File: src/rtl/mdu_ctrl_if.sv
// mdu_ctrl_if: bundles the EX-stage request/result signals and the external
// divider handshake seen by the multiply/divide controller.
// The master side is the environment (pipeline plus divider); the slave side
// is the controller itself.
interface mdu_ctrl_if;
    // Pipeline side
    logic        valid;
    logic [2:0]  op;
    logic [31:0] opa;
    logic [31:0] opb;
    logic        flush;
    logic        stall;
    logic [31:0] hi;
    logic [31:0] lo;
    // Divider side
    logic        div_start;
    logic        div_signed;
    logic [31:0] div_opr1;
    logic [31:0] div_opr2;
    logic        div_abandon;
    logic        div_ready;
    logic [63:0] div_res;

    modport master (
        output valid, op, opa, opb, flush, div_ready, div_res,
        input  stall, hi, lo, div_start, div_signed, div_opr1, div_opr2, div_abandon
    );

    modport slave (
        input  valid, op, opa, opb, flush, div_ready, div_res,
        output stall, hi, lo, div_start, div_signed, div_opr1, div_opr2, div_abandon
    );
endinterface

File: src/rtl/mdu_ctrl.sv
// mdu_ctrl: owns the architectural HI/LO registers, runs MULT/MULTU as a
// one-cycle operation, and sequences DIV/DIVU through an external divider.
// The pipeline is held via a combinational stall while an operation is busy.
module mdu_ctrl (
    input  logic      clk,
    input  logic      rst,
    mdu_ctrl_if.slave bus
);
    localparam logic [2:0] OP_MULT  = 3'd1;
    localparam logic [2:0] OP_MULTU = 3'd2;
    localparam logic [2:0] OP_DIV   = 3'd3;
    localparam logic [2:0] OP_DIVU  = 3'd4;
    localparam logic [2:0] OP_MTHI  = 3'd5;
    localparam logic [2:0] OP_MTLO  = 3'd6;

    typedef enum logic [1:0] {
        S_IDLE = 2'd0,
        S_MUL  = 2'd1,
        S_DIV  = 2'd2
    } state_t;

    state_t      state_q, state_d;
    logic [31:0] hi_q, hi_d;
    logic [31:0] lo_q, lo_d;
    logic [31:0] mul_a_q, mul_a_d;
    logic [31:0] mul_b_q, mul_b_d;
    logic        mul_signed_q, mul_signed_d;
    logic        div_start_q, div_start_d;
    logic        div_signed_q, div_signed_d;
    logic [31:0] div_opr1_q, div_opr1_d;
    logic [31:0] div_opr2_q, div_opr2_d;

    logic        is_mul_op;
    logic        is_div_op;
    logic [63:0] mul_ext_a;
    logic [63:0] mul_ext_b;
    logic [63:0] mul_product;

    assign is_mul_op = (bus.op == OP_MULT) || (bus.op == OP_MULTU);
    assign is_div_op = (bus.op == OP_DIV)  || (bus.op == OP_DIVU);

    // Sign- or zero-extend the latched operands to 64 bits so the low 64 bits
    // of a plain product are correct for both MULT and MULTU.
    assign mul_ext_a   = {{32{mul_signed_q & mul_a_q[31]}}, mul_a_q};
    assign mul_ext_b   = {{32{mul_signed_q & mul_b_q[31]}}, mul_b_q};
    assign mul_product = mul_ext_a * mul_ext_b;

    // Stall while a multiply/divide is being issued or the divider is still busy;
    // never while flushing or held in reset.
    assign bus.stall = rst & ~bus.flush &
                       (((state_q == S_IDLE) & bus.valid & (is_mul_op | is_div_op)) |
                        ((state_q == S_DIV) & ~bus.div_ready));

    assign bus.div_abandon = bus.flush;
    assign bus.hi          = hi_q;
    assign bus.lo          = lo_q;
    assign bus.div_start   = div_start_q;
    assign bus.div_signed  = div_signed_q;
    assign bus.div_opr1    = div_opr1_q;
    assign bus.div_opr2    = div_opr2_q;

    // Next-state and next-register computation for the whole controller.
    always_comb begin
        // NOTE: every variable gets its hold value first so no path leaves one unassigned, which would infer a latch.
        state_d      = state_q;
        hi_d         = hi_q;
        lo_d         = lo_q;
        mul_a_d      = mul_a_q;
        mul_b_d      = mul_b_q;
        mul_signed_d = mul_signed_q;
        div_start_d  = div_start_q;
        div_signed_d = div_signed_q;
        div_opr1_d   = div_opr1_q;
        div_opr2_d   = div_opr2_q;

        if (bus.flush) begin
            // Flush kills everything in flight and suppresses any HI/LO write.
            state_d     = S_IDLE;
            div_start_d = 1'b0;
        end else begin
            case (state_q)
                S_IDLE: begin
                    if (bus.valid) begin
                        case (bus.op)
                            OP_MULT, OP_MULTU: begin
                                mul_a_d      = bus.opa;
                                mul_b_d      = bus.opb;
                                mul_signed_d = (bus.op == OP_MULT);
                                state_d      = S_MUL;
                            end
                            OP_DIV, OP_DIVU: begin
                                div_opr1_d   = bus.opa;
                                div_opr2_d   = bus.opb;
                                div_signed_d = (bus.op == OP_DIV);
                                div_start_d  = 1'b1;
                                state_d      = S_DIV;
                            end
                            OP_MTHI: hi_d = bus.opa;
                            OP_MTLO: lo_d = bus.opa;
                            default: ;
                        endcase
                    end
                end
                S_MUL: begin
                    hi_d    = mul_product[63:32];
                    lo_d    = mul_product[31:0];
                    state_d = S_IDLE;
                end
                S_DIV: begin
                    // Request and operands stay frozen until the divider answers.
                    if (bus.div_ready) begin
                        hi_d        = bus.div_res[63:32];
                        lo_d        = bus.div_res[31:0];
                        div_start_d = 1'b0;
                        state_d     = S_IDLE;
                    end
                end
                default: begin
                    state_d     = S_IDLE;
                    div_start_d = 1'b0;
                end
            endcase
        end
    end

    // State and datapath registers with asynchronous active-low reset.
    always_ff @(posedge clk or negedge rst) begin
        if (!rst) begin
            state_q      <= S_IDLE;
            hi_q         <= '0;
            lo_q         <= '0;
            mul_a_q      <= '0;
            mul_b_q      <= '0;
            mul_signed_q <= 1'b0;
            div_start_q  <= 1'b0;
            div_signed_q <= 1'b0;
            div_opr1_q   <= '0;
            div_opr2_q   <= '0;
        end else begin
            // NOTE: non-blocking assignments so every flop samples pre-edge values regardless of statement order.
            state_q      <= state_d;
            hi_q         <= hi_d;
            lo_q         <= lo_d;
            mul_a_q      <= mul_a_d;
            mul_b_q      <= mul_b_d;
            mul_signed_q <= mul_signed_d;
            div_start_q  <= div_start_d;
            div_signed_q <= div_signed_d;
            div_opr1_q   <= div_opr1_d;
            div_opr2_q   <= div_opr2_d;
        end
    end
endmodule

File: src/flat_wrapper.sv
// flat-port wrapper written by rule: the top's interface ports become plain ports
module mdu_ctrl_flat 
  (clk, rst, bus_valid, bus_op, bus_opa, bus_opb, bus_flush, bus_div_ready, bus_div_res, bus_stall, bus_hi, bus_lo, bus_div_start, bus_div_signed, bus_div_opr1, bus_div_opr2, bus_div_abandon);
  mdu_ctrl_if bus_i ();
  input  logic clk;
  input  logic rst;
  input wire logic [$bits(bus_i.valid)-1:0] bus_valid;
  input wire logic [$bits(bus_i.op)-1:0] bus_op;
  input wire logic [$bits(bus_i.opa)-1:0] bus_opa;
  input wire logic [$bits(bus_i.opb)-1:0] bus_opb;
  input wire logic [$bits(bus_i.flush)-1:0] bus_flush;
  input wire logic [$bits(bus_i.div_ready)-1:0] bus_div_ready;
  input wire logic [$bits(bus_i.div_res)-1:0] bus_div_res;
  output wire logic [$bits(bus_i.stall)-1:0] bus_stall;
  output wire logic [$bits(bus_i.hi)-1:0] bus_hi;
  output wire logic [$bits(bus_i.lo)-1:0] bus_lo;
  output wire logic [$bits(bus_i.div_start)-1:0] bus_div_start;
  output wire logic [$bits(bus_i.div_signed)-1:0] bus_div_signed;
  output wire logic [$bits(bus_i.div_opr1)-1:0] bus_div_opr1;
  output wire logic [$bits(bus_i.div_opr2)-1:0] bus_div_opr2;
  output wire logic [$bits(bus_i.div_abandon)-1:0] bus_div_abandon;
  assign bus_i.valid = bus_valid;
  assign bus_i.op = bus_op;
  assign bus_i.opa = bus_opa;
  assign bus_i.opb = bus_opb;
  assign bus_i.flush = bus_flush;
  assign bus_i.div_ready = bus_div_ready;
  assign bus_i.div_res = bus_div_res;
  assign bus_stall = bus_i.stall;
  assign bus_hi = bus_i.hi;
  assign bus_lo = bus_i.lo;
  assign bus_div_start = bus_i.div_start;
  assign bus_div_signed = bus_i.div_signed;
  assign bus_div_opr1 = bus_i.div_opr1;
  assign bus_div_opr2 = bus_i.div_opr2;
  assign bus_div_abandon = bus_i.div_abandon;
  mdu_ctrl u_core (.clk(clk), .rst(rst), .bus(bus_i));
endmodule
File: config.mk
export PLATFORM = sky130hd
export DESIGN_NAME = mdu_ctrl_flat
export DESIGN_NICKNAME = d
export VERILOG_FILES = /design/src/rtl/mdu_ctrl_if.sv /design/src/rtl/mdu_ctrl.sv /design/src/flat_wrapper.sv
export SDC_FILE = /design/constraint.sdc
export NUM_CORES = 2
export LEC_CHECK = 0
export BUFFER_PORTS_ARGS = -buffer_cell sky130_fd_sc_hd__buf_2
export CELL_PAD_IN_SITES_DETAIL_PLACEMENT = 1
export CELL_PAD_IN_SITES_GLOBAL_PLACEMENT = 2
export CORE_MARGIN = 4
export CORE_UTILIZATION = 30
export DETAILED_ROUTE_END_ITERATION = 12
export PLACE_DENSITY_LB_ADDON = 0.1
export SYNTH_ARGS = -nofsm -noshare
export SYNTH_HDL_FRONTEND = slang
export SYNTH_SLANG_ARGS = --single-unit
File: constraint.sdc
create_clock -name clk -period 15.2 [get_ports clk]
set_clock_uncertainty 0.1 [all_clocks]
set_input_delay 0.76 -clock clk [delete_from_list [all_inputs] [get_ports clk]]
set_output_delay 0.76 -clock clk [all_outputs]
set_load 0.005 [all_outputs]
# Word-level counts from Yosys, hierarchy flattened
# Cells that the tools add are included.
# totals
regBits	197
input_bits	136
output_inout_bits	132
wordCells	69
# classes
multipliers	1
eq_ne	17
mux	18
bitwise	11
reduce_logical	12
# ops
operator	n
$mux 32	6
$pmux 32 s3	2
$mul 33x33->64	1
$reduce_and 4->1	3
$ne 2x2->1 const B	5
$reduce_and 5->1	2
$eq 3x3->1 const B	3
$ne 3x3->1 const B	3
$pmux 2 s2	2
$and 1x1->1	7
$eq 3x2->1 const B	2
$mux 2	3
$mux 1	4
$ne 4x4->1 const B	1
$reduce_or 2->1	2
$eq 3x1->1 const B	1
$pmux 1 s3	1
$reduce_and 3->1	1
$reduce_bool 3->1	1
$eq 2x1->1 const B	1
$eq 2x2->1 const B	1
$logic_not 2->1	1
$logic_or 1x1->1	2
$not 1->1	2
$or 1x1->1	2

# Longest topological paths before layout
# logic_depth
word_depth	6
mapped_depth	31
mapped_depth_nobuf	28

# Least setup slack after synthesis
# Ideal clock, no wire load.
# synth_path
path_type	flip-flop to flip-flop
startpoint	register u_core.mul_a_q[31]
endpoint	register u_core.hi_q[31], in the netlist u_core.bus.hi[31]
setup_ns	0.095
arrival_ns	8.189
required_ns	15.005
path_slack_ns	6.815
path_stages_with_launch	31
path_buffers	3
synth_period_minus_slack_ns	8.385
path_cell_list	dfrtp_1 clkbuf_1 and2_1 clkbuf_1 nand2_1 inv_1 fa_1 inv_1 fa_1 inv_1 fa_1 fa_1 inv_1 fa_1 inv_1 fa_1 inv_1 fa_1 fa_1 inv_1 ha_1 clkbuf_1 and3_1 nand2_1 or2_2 or3_1 o211ai_1 a21oi_1 o31ai_1 xnor2_1 o31ai_1
# synth_via
elab_chain_cells	3
# synth_rtl
element	line	text
start, declared	mdu_ctrl.sv:25	logic [31:0] mul_a_q, mul_a_d;
start signal, assigned	mdu_ctrl.sv:144	mul_a_q <= mul_a_d;
$and 1x1->1	mdu_ctrl.sv:44	assign mul_ext_a = {{32{mul_signed_q & mul_a_q[31]}}, mul_a_q};
$mul 33x33->64 (*)	mdu_ctrl.sv:46	assign mul_product = mul_ext_a * mul_ext_b;
$pmux 32 s3 (*)	mdu_ctrl.sv:81	case (state_q)
end signal, assigned	mdu_ctrl.sv:142	hi_q <= hi_d;
end, declared	mdu_ctrl.sv:23	logic [31:0] hi_q, hi_d;
# Every way passes the cells marked *; elsewhere a longest branch is shown, timed or not.
# A chain may end at the register's enable or synchronous reset.

# Worst setup path in the final report
# layout_path
startpoint	register u_core.mul_signed_q
endpoint	register u_core.hi_q[31], in the netlist u_core.bus.hi[31]
# layout_via
elab_chain_cells	3
elab_cells_between_ends	4
classes_between	1 x mul; 1 x mux; 2 x bitwise
# layout_rtl
element	line	text
start, declared	mdu_ctrl.sv:27	logic mul_signed_q, mul_signed_d;
start signal, assigned	mdu_ctrl.sv:146	mul_signed_q <= mul_signed_d;
$and 1x1->1 (on tied branches)	mdu_ctrl.sv:44, mdu_ctrl.sv:45	
$mul 33x33->64 (*)	mdu_ctrl.sv:46	
$pmux 32 s3 (*)	mdu_ctrl.sv:81	
# Marked as above.

==> flow_metrics.env <==
export IMPL_status="completed"
export IMPL_ys_seq_area_share_pct=10.57
export IMPL_nets=6529
export IMPL_cts_buffer_depth=2
export IMPL_clk_pin_slew_ps=90
export IMPL_syn_num_nets=6457
export IMPL_ys_types=76
export IMPL_cts_tree="done"
export IMPL_wire_per_inst_um=23.65
export IMPL_fin_crit_sh_pct=65.34
export IMPL_ys_ff_latch=197
export IMPL_synth_top_area_share_pct=48.29
export IMPL_rsz0062_at_grt="no"
export IMPL_regToRegStartpoint="u_core.mul_signed_q"
export IMPL_reg2regPathDepth=28
export IMPL_grt_overflow=0
export IMPL_cp_max_fo=23
export IMPL_setup_tns_ps=0
export IMPL_cts_root_buf="clkbuf_16"
export IMPL_fp_dieH_um=402.3
export IMPL_crit_top_cell="fa_1"
export IMPL_tightest_slew_ps=1158
export IMPL_syn_area_um2=46630
export IMPL_gp_congestion=0.8352
export IMPL_fp_row_count=144
export IMPL_hold_path_class="in -> async"
export IMPL_first_iter_violations=1446
export IMPL_drv_cap=0
export IMPL_critPathSlowestCell="fa_1"
export IMPL_synth_edf_count=0
export IMPL_firstDrtPassIters=5
export IMPL_cts_max_level=4
export IMPL_port_buffers=267
export IMPL_synth_warning_count=0
export IMPL_slew_headroom_pct=22.81
export IMPL_holdBufCountCts=0
export IMPL_cts_resized=0
export IMPL_start_util_pct=30.24
export IMPL_slowest_delay_ps=860
export IMPL_synth_async_reset_ratio_pct=100.0
export IMPL_drt_total_wl_um=168400
export IMPL_final_common_cell="inv_1"
export IMPL_remaining_drc_errors=0
export IMPL_multi_input_comb_area_um2=36370
export IMPL_startpoint="u_core.mul_signed_q"
export IMPL_clock_latency_ps=510
export IMPL_grt_pass1_wl_um=260000
export IMPL_synth_area_leaders="fa_1 48%, dfrtp_1 11%, inv_1 9.1%, nand2_1 6.8%, ha_1 5.8%"
export IMPL_syn_avg_cell_area_um2=9.363
export IMPL_fmax_ghz=0.1007
export IMPL_fillers=17850
export IMPL_grt_antenna_before_repair=18
export IMPL_area_growth_pct=8.806
export IMPL_mostFrequentLayoutCells="1135 x inv_1, 1125 x fa_1, 842 x nand2_1, 350 x and2_1, 266 x buf_2"
export IMPL_dp_cells=7078
export IMPL_die_area_um2=161800
export IMPL_die_x_um=402.3
export IMPL_cts_sinks=197
export IMPL_drive_above_1_share_pct=10.80
export IMPL_holdWs_ps=139.4
export IMPL_endpoint="u_core.bus.hi[31]"
export IMPL_track_usage_pct=21.56
export IMPL_grt_max_degree=73
export IMPL_cts_setup_buffers=0
export IMPL_period_minus_slack_ps=9932
export IMPL_numCtsBuffers=17
export IMPL_post_layout_nonfiller_instances=7118
export IMPL_yosys_area_top_type="fa_1"
export IMPL_cp_required_ps=15510
export IMPL_setup_worst_path_start_class="flip-flop"
export IMPL_cp_end_kind="flip-flop"
export IMPL_synthCells=4981
export IMPL_drv_slew=0
export IMPL_regArea_um2=4941
export IMPL_drtAntennaViolNets=0
export IMPL_reg2reg_slack_ps=5270
export IMPL_viasPerCell=4.715
export IMPL_grt_pass1_vias=39350
export IMPL_core_um2=154200
export IMPL_io_pins=268
export IMPL_dp_hpwl_um=137400
export IMPL_r2r_end="u_core.bus.hi[31]"
export IMPL_dp_slack_ps=5316
export IMPL_fin_ws_ps=5268
export IMPL_path_class="reg -> reg"
export IMPL_hold_viol=0
export IMPL_crit_arrival_ps=10240
export IMPL_via_count=33560
export IMPL_synthFlopType="dfrtp_1"
export IMPL_finalSetupViolCount=0
[worst min path at each step]
stage                                 start                 endpoint  slack (ps)  cells after the start
after global routing                    rst        u_core.mul_a_q[6]         150                      1
after detailed placement  u_core.bus.lo[19]        u_core.bus.lo[19]         360                      2
after floorplan                         rst   u_core.bus.div_opr1[0]         360                      0
final                                   rst  u_core.bus.div_opr2[10]         140                      1
after global placement     u_core.bus.lo[6]         u_core.bus.lo[6]         360                      1
after CTS                               rst   u_core.bus.div_opr2[8]         150                      1
[cells by family after synthesis]
family	count (synthesis)	synth area share, %
AO/OA/AOI/OAI	363	5.055
XOR/XNOR	71	1.333
adder cells (fa/ha/maj)	1340	54.06
buffers and inverters	1431	11.53
flip-flops	197	10.57
multiplexers	132	3.177
AND/OR/NAND/NOR	1447	14.27
[routing by layer]
layer  wire length, um  vias up  track usage (%)
li1                  -    14740                -
met1             73120    18240            27.81
met2             87100      458            39.37
met3              4707      118            2.069
met4              3415        2            4.130
met5                12        -                0
[through the flow]
step / instance area, um^2 / utilization (%)
detailed placement: 50090 / 32.48
global route: 50730 / 32.89
floorplan: 46630 / -
finish: 50740 / 32.90
global placement: 50090 / 32.48
CTS: 50720 / 32.89
[flip-flops by register name, summed over array words and instances, names as in the netlist]
| name | cells |
|---|---|
| u_core.bus.hi | 32 |
| u_core.mul_b_q | 32 |
| u_core.bus.div_start | 1 |
| u_core.bus.div_opr2 | 32 |
| u_core.bus.lo | 32 |
| u_core.bus.div_opr1 | 32 |
| u_core.bus.div_signed | 1 |
| u_core.state_q | 2 |
| u_core.mul_a_q | 32 |
| u_core.mul_signed_q | 1 |
[worst max-delay path: cells and delay by family (launching register included)]
kind / cells / cell delay (ps)
AO/OA/AOI/OAI: 4 / 980
XOR/XNOR: 1 / 160
adder cells (fa/ha/maj): 9 / 4710
buffers and inverters: 8 / 1450
AND/OR/NAND/NOR: 6 / 2050
flip-flops: 1 / 330
[synth_stat cells, types with 5 or more instances]
cell,n
nor2b_1,17
nor3_1,17
o22ai_1,5
a22oi_1,5
o21ai_1,9
a21o_1,36
mux2_2,128
xor2_1,19
or2_2,12
dfrtp_1,197
o211ai_1,12
a221oi_1,11
o31ai_1,33
and3_1,21
ha_1,215
clkbuf_1,292
fa_1,1125
nand2b_1,12
and2_1,350
nand3_1,26
inv_1,1135
nand2_1,843
o21ai_0,58
a211oi_1,20
xnor2_1,52
o21bai_1,12
a21boi_0,5
nand4_1,16
a311oi_1,7
a31oi_1,14
or3_1,5
a21oi_1,103
nor2_1,108
[layout make-up]
cell class	instances	share of cell area [%]
Multi-Input combinational cell	3353	71.67
Sequential cell	197	9.738
Inverter	1135	8.396
Tap cell	2044	5.040
Timing Repair Buffer	349	3.866
Clock buffer	17	0.8384
Clock inverter	15	0.4093
Antenna cell	8	0.03945
Power is not shown: default switching activity piles up to over one toggle a cycle in this logic, so the estimate is an artifact.
